<file path="src/rtl/hazard_pkg.sv">
// Shared types and helpers for the pipeline hazard controller.
// Holds the controller state encoding, the default datapath width and the load-use compare.
package hazard_pkg;

  localparam int XLEN_DEFAULT = 64;
  localparam int REG_W        = 5;

  typedef enum logic [1:0] {
    ST_RUN      = 2'd0,
    ST_MEM_WAIT = 2'd1,
    ST_FAULT    = 2'd2
  } state_t;

  // x0 is hardwired zero, so a load targeting it never creates a hazard.
  function automatic logic load_use(
    input logic             memread,
    input logic [REG_W-1:0] rd,
    input logic [REG_W-1:0] rs1,
    input logic [REG_W-1:0] rs2,
    input logic             use_rs1,
    input logic             use_rs2
  );
    return memread && (rd != '0) &&
           ((use_rs1 && (rs1 == rd)) || (use_rs2 && (rs2 == rd)));
  endfunction

endpackage

</file>
<file path="src/rtl/sat_counter.sv">
// Saturating up-counter: holds at all-ones instead of wrapping.
// Latency: count visible the cycle after inc; no backpressure, async active-low clear.
module sat_counter #(
  parameter int W = 16
) (
  input  logic         clk_i,
  input  logic         clr_n,
  input  logic         inc,
  output logic [W-1:0] cnt
);

  always_ff @(posedge clk_i or negedge clr_n) begin
    if (!clr_n) begin
      cnt <= '0;
    end else if (inc && (cnt != '1)) begin
      cnt <= cnt + W'(1);
    end
  end

endmodule

</file>
<file path="src/rtl/pipe_hazard_ctrl.sv">
// Pipeline hazard controller: load-use stalls, branch redirects and data-memory holds.
// Latency: redirect/stall outputs are combinational (0 cycles); a memory stall holds the whole pipe.
module pipe_hazard_ctrl
  import hazard_pkg::*;
#(
  parameter int XLEN    = XLEN_DEFAULT,
  parameter int CNT_W   = 16,
  parameter int TIMEOUT = 255
) (
  input  logic             clk_i,
  input  logic             reset_i,
  input  logic [4:0]       id_rs1,
  input  logic [4:0]       id_rs2,
  input  logic             id_use_rs1,
  input  logic             id_use_rs2,
  input  logic [4:0]       ex_rd,
  input  logic             ex_memread,
  input  logic             branchtaken,
  input  logic [XLEN-1:0]  BranchALUXpipe_out,
  input  logic             dmem_busy,
  output logic             FD_pipeready,
  output logic             pc_write,
  output logic             pc_sel,
  output logic [XLEN-1:0]  pc_target,
  output logic             fd_flush,
  output logic             dx_bubble,
  output logic             pipe_hold,
  output logic [CNT_W-1:0] stall_cnt,
  output logic [CNT_W-1:0] flush_cnt,
  output logic             err_timeout
);

  localparam int                WAIT_W    = (TIMEOUT < 2) ? 1 : $clog2(TIMEOUT + 1);
  localparam logic [WAIT_W-1:0] TIMEOUT_V = WAIT_W'(TIMEOUT);

  state_t            state;
  logic              pend;
  logic [XLEN-1:0]   tgt_q;
  logic [WAIT_W-1:0] wait_cnt;
  logic [WAIT_W-1:0] wait_nxt;
  logic              err_q;
  logic              lu;
  logic              stall_inc;
  logic              flush_inc;

  assign lu          = load_use(ex_memread, ex_rd, id_rs1, id_rs2, id_use_rs1, id_use_rs2);
  assign wait_nxt    = wait_cnt + WAIT_W'(1);
  assign err_timeout = err_q;

  always_comb begin
    FD_pipeready = 1'b1;
    pc_write     = 1'b1;
    pc_sel       = 1'b0;
    pc_target    = '0;
    fd_flush     = 1'b0;
    dx_bubble    = 1'b0;
    pipe_hold    = 1'b0;
    stall_inc    = 1'b0;
    flush_inc    = 1'b0;
    case (state)
      ST_RUN: begin
        if (dmem_busy) begin
          FD_pipeready = 1'b0;
          pc_write     = 1'b0;
          pipe_hold    = 1'b1;
          stall_inc    = 1'b1;
        end else if (branchtaken) begin
          pc_sel    = 1'b1;
          pc_target = BranchALUXpipe_out;
          fd_flush  = 1'b1;
          dx_bubble = 1'b1;
          flush_inc = 1'b1;
        end else if (lu) begin
          FD_pipeready = 1'b0;
          pc_write     = 1'b0;
          dx_bubble    = 1'b1;
          stall_inc    = 1'b1;
        end
      end
      ST_MEM_WAIT: begin
        // A branch seen while already waiting is a stale EX result and is ignored.
        if (dmem_busy) begin
          FD_pipeready = 1'b0;
          pc_write     = 1'b0;
          pipe_hold    = 1'b1;
          stall_inc    = 1'b1;
        end else if (pend) begin
          pc_sel    = 1'b1;
          pc_target = tgt_q;
          fd_flush  = 1'b1;
          dx_bubble = 1'b1;
          flush_inc = 1'b1;
        end else if (lu) begin
          FD_pipeready = 1'b0;
          pc_write     = 1'b0;
          dx_bubble    = 1'b1;
          stall_inc    = 1'b1;
        end
      end
      ST_FAULT: begin
        FD_pipeready = 1'b0;
        pc_write     = 1'b0;
        pipe_hold    = 1'b1;
        dx_bubble    = 1'b1;
      end
      default: ;
    endcase
  end

  always_ff @(posedge clk_i or negedge reset_i) begin
    if (!reset_i) begin
      state    <= ST_RUN;
      pend     <= 1'b0;
      tgt_q    <= '0;
      wait_cnt <= '0;
      err_q    <= 1'b0;
    end else begin
      case (state)
        ST_RUN: begin
          if (dmem_busy) begin
            wait_cnt <= '0;
            state    <= ST_MEM_WAIT;
            if (branchtaken) begin
              tgt_q <= BranchALUXpipe_out;
              pend  <= 1'b1;
            end
          end
        end
        ST_MEM_WAIT: begin
          if (dmem_busy) begin
            wait_cnt <= wait_nxt;
            if (wait_nxt == TIMEOUT_V) begin
              err_q <= 1'b1;
              state <= ST_FAULT;
            end
          end else begin
            pend  <= 1'b0;
            state <= ST_RUN;
          end
        end
        ST_FAULT: ;
        default: state <= ST_RUN;
      endcase
    end
  end

  sat_counter #(.W(CNT_W)) u_stall_cnt (
    .clk_i (clk_i),
    .clr_n (reset_i),
    .inc   (stall_inc),
    .cnt   (stall_cnt)
  );

  sat_counter #(.W(CNT_W)) u_flush_cnt (
    .clk_i (clk_i),
    .clr_n (reset_i),
    .inc   (flush_inc),
    .cnt   (flush_cnt)
  );

endmodule

</file>
<file path="config.mk">
export PLATFORM = sky130hd
export DESIGN_NAME = pipe_hazard_ctrl
export DESIGN_NICKNAME = d
export VERILOG_FILES = /design/src/rtl/hazard_pkg.sv /design/src/rtl/sat_counter.sv /design/src/rtl/pipe_hazard_ctrl.sv
export SDC_FILE = /design/constraint.sdc
export NUM_CORES = 1
export LEC_CHECK = 0
export ABC_CLOCK_PERIOD_IN_PS = 6380
export CORE_MARGIN = 2
export CORE_UTILIZATION = 45
export DETAILED_ROUTE_END_ITERATION = 6
export PLACE_DENSITY = 0.86
export SKIP_CTS_REPAIR_TIMING = 1
export SLEW_MARGIN = 30
export SYNTH_ARGS = -nofsm -noshare
export SYNTH_HDL_FRONTEND = slang
export SYNTH_SLANG_ARGS = --single-unit
</file>
<file path="constraint.sdc">
create_clock -name clk_i -period 6.38 [get_ports clk_i]
set_clock_uncertainty 0.05 [all_clocks]
set_input_delay 0.957 -clock clk_i [delete_from_list [all_inputs] [get_ports clk_i]]
set_output_delay 0.957 -clock clk_i [all_outputs]
set_load 0.005 [all_outputs]
</file>
[Yosys cells after proc, flatten, opt, wreduce, memory -nomap -nowiden]
Index checks and enable logic that the tools add are counted.
Word-level totals
  bits of input ports: 86
  flip-flop bits (word level): 108
  output and inout port bits: 103
  word-level logic and storage cells: 79
Operators by class
  reduce and logical (&&, ||, !) cells: 16
  $add $sub $neg: 3
  bitwise logic cells: 1
  multiplexer cells: 40
  eq/ne operators: 12
Operators with widths (count)
  2-to-1 mux 64 bit: 4
  one-hot mux 64 bit (2 select lines): 1
  adder 16 x 1 -> 16 bit (second input constant): 2
  != test 16 bit (second input constant): 2
  2-to-1 mux 1 bit: 22
  2-to-1 mux 8 bit: 2
  one-hot mux 8 bit (2 select lines): 1
  AND reduction 3 bit: 4
  equality test 5 bit: 2
  adder 8 x 1 -> 8 bit (second input constant): 1
  equality test 8 bit (second input constant): 1
  != test 2 bit (second input constant): 4
  one-hot mux 1 bit (2 select lines): 4
  logical AND 1 bit: 6
  2-to-1 mux 2 bit: 3
  one-hot mux 1 bit (3 select lines): 2
  one-hot mux 2 bit (3 select lines): 1
  nonzero test 5 bit: 1
  AND reduction 4 bit: 1
  != test 3 bit (second input constant): 1
  equality test 2 x 1 -> 1 bit (second input constant): 1
  equality test 2 bit (second input constant): 1
  zero test 2 bit: 1
  nonzero test 2 bit: 1
  other kinds (3): 3

[Logic depth before layout (Yosys ltp)]
  depth after elaboration: 9
  mapped depth: 8
  depth with buffers taken out: 7

[Cells and area by module]
A second synthesis with hierarchy kept.
Second synthesis, totals
  cell total of the unflattened synthesis: 471
  area total of the unflattened synthesis: 5557.8 µm²
Modules (own cells, without submodules)
  pipe_hazard_ctrl: area an instance 3891.2 µm², cells an instance 322, instances 1, sequential area each 1901.8 µm²
  sat_counter at u_flush_cnt: area an instance 884.6 µm², cells an instance 77, instances 1, sequential area each 400.4 µm²
  sat_counter at u_stall_cnt: area an instance 782.0 µm², cells an instance 72, instances 1, sequential area each 400.4 µm²

[Worst setup path before layout]
OpenSTA, ideal clock, no wires.
  path type: input-to-output
  start: input port ex_rd[1]
  end: output port pc_write
  path buffers: 1
  path slack: 3.130 ns
  required time: 5.373 ns
  arrival: 2.243 ns
  stages on the path: 6
  cell sequence: or4_1 > o21ai_1 > and2b_1 > a31oi_1 > o22a_1 > buf_4
On the way
  word-level cells in the longest chain between the ends: 8
  elaborated cells on any way between the ends: 14
  classes of those cells: eq/ne: 2; mux: 6; reduce/logical: 6
RTL lines
  start: declaration: line pipe_hazard_ctrl.sv:16  | input logic [4:0] ex_rd,
  equality test 5 bit: line hazard_pkg.sv:24  | ((use_rs1 && (rs1 == rd)) || (use_rs2 && (rs2 == rd)));
  logical AND 1 bit: line hazard_pkg.sv:24
  logical OR 1 bit: line hazard_pkg.sv:24
  logical AND 1 bit (*): line hazard_pkg.sv:23  | return memread && (rd != '0) &&
  2-to-1 mux 1 bit (*)
  2-to-1 mux 1 bit, on equally long branches (2 in a row)
  one-hot mux 1 bit (3 select lines) (*)
  end: declaration: line pipe_hazard_ctrl.sv:22  | output logic pc_write,
Mark *: on every way between the ends. The rest lies on a longest branch, timed or not.

[Worst setup path after layout]
  start: input port ex_rd[1]
  end: output port pc_write
On the way
  word-level cells in the longest chain between the ends: 8
  elaborated cells on any way between the ends: 14
  classes of those cells: eq/ne: 2; mux: 6; reduce/logical: 6
RTL lines
  equality test 5 bit: line hazard_pkg.sv:24
  logical AND 1 bit: line hazard_pkg.sv:24
  logical OR 1 bit: line hazard_pkg.sv:24
  logical AND 1 bit (*): line hazard_pkg.sv:23
  2-to-1 mux 1 bit (*): line pipe_hazard_ctrl.sv:73, pipe_hazard_ctrl.sv:93
  2-to-1 mux 1 bit, on equally long branches: line pipe_hazard_ctrl.sv:87, pipe_hazard_ctrl.sv:67
  2-to-1 mux 1 bit, on equally long branches: line pipe_hazard_ctrl.sv:82, pipe_hazard_ctrl.sv:62
  one-hot mux 1 bit (3 select lines) (*): line pipe_hazard_ctrl.sv:60  | case (state)
Marked as above.

==> flow_metrics.env <==
export IMPL_critPathKind="input pin to primary output"
export IMPL_syn_nets=539
export IMPL_synth_cells=449
export IMPL_async_reset_ff_frac=1.00
export IMPL_grt_overflow=0
export IMPL_endpoint_kind="primary output"
export IMPL_post_dp_cell_area_mm2=0.00731
export IMPL_clockBufferDepth=2
export IMPL_final_setup_tns_ns=0
export IMPL_cp_slowest_cell="clkdlybuf4s50_1"
export IMPL_std_cell_rows=39
export IMPL_yosysMostFrequentCell="dfrtp_1"
export IMPL_synth_seq_cells=108
export IMPL_cts_clk_slew_worst_paths_ns=0.07
export IMPL_synthTopCellsByCount="dfrtp_1, mux2_2, a22o_1"
export IMPL_crit_chain="clkdlybuf4s50_1 > or4_1 > o21ai_1 > and2b_1 > a31oi_1 > o22a_1 > clkdlybuf4s50_1"
export IMPL_cts_root_buf="clkbuf_16"
export IMPL_cp_start_kind="input pin"
export IMPL_cts_tree="done"
export IMPL_yosysWarnings=0
export IMPL_grt_pass1_vias=4377
export IMPL_worst_pin_slew_ns=0.749
export IMPL_total_power_uw=1350
export IMPL_slew_viol_final=0
export IMPL_initial_core_util=0.463
export IMPL_cts_sinks=108
export IMPL_min_period_ns=4.25
export IMPL_place_hpwl_mm=9.60
export IMPL_max_stage_delay_ns=0.54
export IMPL_place_worst_setup_slack_ns=2.13
export IMPL_synthFlopType="dfrtp_1"
export IMPL_drive_gt1_frac=0.153
export IMPL_yosys_area_top_type_share=0.507
export IMPL_yosysSeqAreaShare=0.507
export IMPL_r2r_setup_slack_ns=3.42
export IMPL_syn2layout_area_growth_pct=43.0
export IMPL_setup_viol=0
export IMPL_drc_errors=16
export IMPL_drt_iter0_drc=283
export IMPL_gr_usage_all_layers=0.206
export IMPL_cts_buffers=9
export IMPL_clkLatencyLatePin_ns=0.34
export IMPL_die_y_um=113
export IMPL_h_tree_depth=3
export IMPL_drtAntennaViolNets=0
export IMPL_antenna_found_initial=0
export IMPL_ios=189
export IMPL_yosysTopAreaCell="dfrtp_1"
export IMPL_max_freq_mhz=235
export IMPL_worstHoldPathType="flip-flop to flip-flop"
export IMPL_final_hold_violation_count=0
export IMPL_wl_mm=13.2
export IMPL_avgSynthCellArea_um2=11.9
export IMPL_gp_congestion=0.806
export IMPL_violations="DRC"
export IMPL_max_cap_viol_count=0
export IMPL_r2r_cells=5
export IMPL_slew_headroom=0.500
export IMPL_grt_max_degree=56
export IMPL_vias=4303
export IMPL_leakage_uw=0.00339
export IMPL_syn_area_mm2=0.00533
export IMPL_p_per_area_mw_per_mm2=177
export IMPL_drt_first_pass_iters=7
export IMPL_die_area_mm2=0.0127
export IMPL_vdd_drop_max_mv=0.0993
export IMPL_rsz0062_at_grt="false"
export IMPL_routedWlPerCell_um=17.0
export IMPL_critPathMaxFanout=3
export IMPL_status="finished, violations left"
export IMPL_nets=718
export IMPL_fin_util=0.662
export IMPL_die_w_um=113
export IMPL_worstPathRequired_ns=5.37
export IMPL_setup_slack_ns=2.13
export IMPL_min_period_over_period=0.667
export IMPL_io_buffers=188
export IMPL_cp_arrival_ns=3.25
export IMPL_synth_edff_count=0
export IMPL_stdcell_area_mm2=0.00762
export IMPL_grt_pass1_wl_mm=21.3
export IMPL_n_antenna_cell=0
export IMPL_core_mm2=0.0115
export IMPL_hold_path_depth=1
export IMPL_synth_distinct_cells=44
export IMPL_via_per_inst=5.55
export IMPL_ys_top_cells_by_area="dfrtp_1, mux2_2, a22o_1, xnor2_1, xor2_1"
export IMPL_cp_common_cell="clkdlybuf4s50_1"
## final cells by class
type	instances	area (um^2)
clock buffers	11	253
clock inverters	5	57.6
fillers	888	3890
inverters	8	30.0
multi-input cells	307	2480
flip-flops and latches	108	2700
well taps	143	179
repair buffers	194	1920
## worst paths after layout
kind                             startpoint          end
worst max-delay path               ex_rd[1]     pc_write
worst min-delay path            err_timeout  err_timeout
worst max register to register     state[1]    tgt_q[13]
worst min register to register  err_timeout  err_timeout
max in group asynchronous           reset_i     tgt_q[4]
min in group asynchronous           reset_i    tgt_q[27]
## metrics by stage
stage	std cells	hold WS [ns]
after global placement	760	0.406
after floorplan	449	0.409
after global routing	776	0.466
final	776	0.433
after CTS	776	0.434
after detailed placement	760	0.412
## power by group
part | internal [uW] | switching, uW | leakage [uW]
Clock | 327 | 245 | 0.000156
Sequential | 685 | 1.46 | 0.00149
Combinational | 54.3 | 34.3 | 0.00174
Total | 1070 | 280 | 0.00339
## sequential cells by signal, summed over array words and instances (netlist names)
signal           cells
state                2
wait_cnt             8
u_stall_cnt.cnt     16
pend                 1
tgt_q               64
err_timeout          1
u_flush_cnt.cnt     16
## critical path, delay by kind of cell
family,cells,cell delay (ns)
buffers and inverters,2,1.01
and+or+nand+nor,2,0.76
AOI/OAI and AO/OA,3,0.52
## routing by layer
metal | vias up | track usage | wire length (um) | share of wire
met5 | - | 0 | 0 | 0
met4 | 0 | 0.0667 | 239 | 0.018
met3 | 19 | 0.0525 | 1190 | 0.090
met2 | 198 | 0.345 | 6310 | 0.48
met1 | 2080 | 0.265 | 5430 | 0.41
li1 | 2006 | - | - | -
## layout by cell type, fill, tap and decap left out, types with 10 or more instances in the layout
| cell | instances |
|---|---|
| nand3_1 | 17 |
| a22o_1 | 65 |
| nand2_1 | 26 |
| nand4_1 | 10 |
| xor2_1 | 20 |
| mux2_2 | 66 |
| nor2_1 | 14 |
| xnor2_1 | 21 |
| clkdlybuf4s50_1 | 187 |
| dfrtp_1 | 108 |
## cells by family (layout without fill, tap and decap cells)
family	count (synthesis)	count (layout)	synth area share
AO/OA/AOI/OAI	92	92	0.141
multiplexers	67	67	0.141
adder cells (fa/ha/maj)	4	4	0.00939
flip-flops	108	108	0.507
AND/OR/NAND/NOR	103	103	0.103
buffers and inverters	34	218	0.0314
XOR/XNOR	41	41	0.0673
Note: power is estimated with default switching activity, not from simulation.
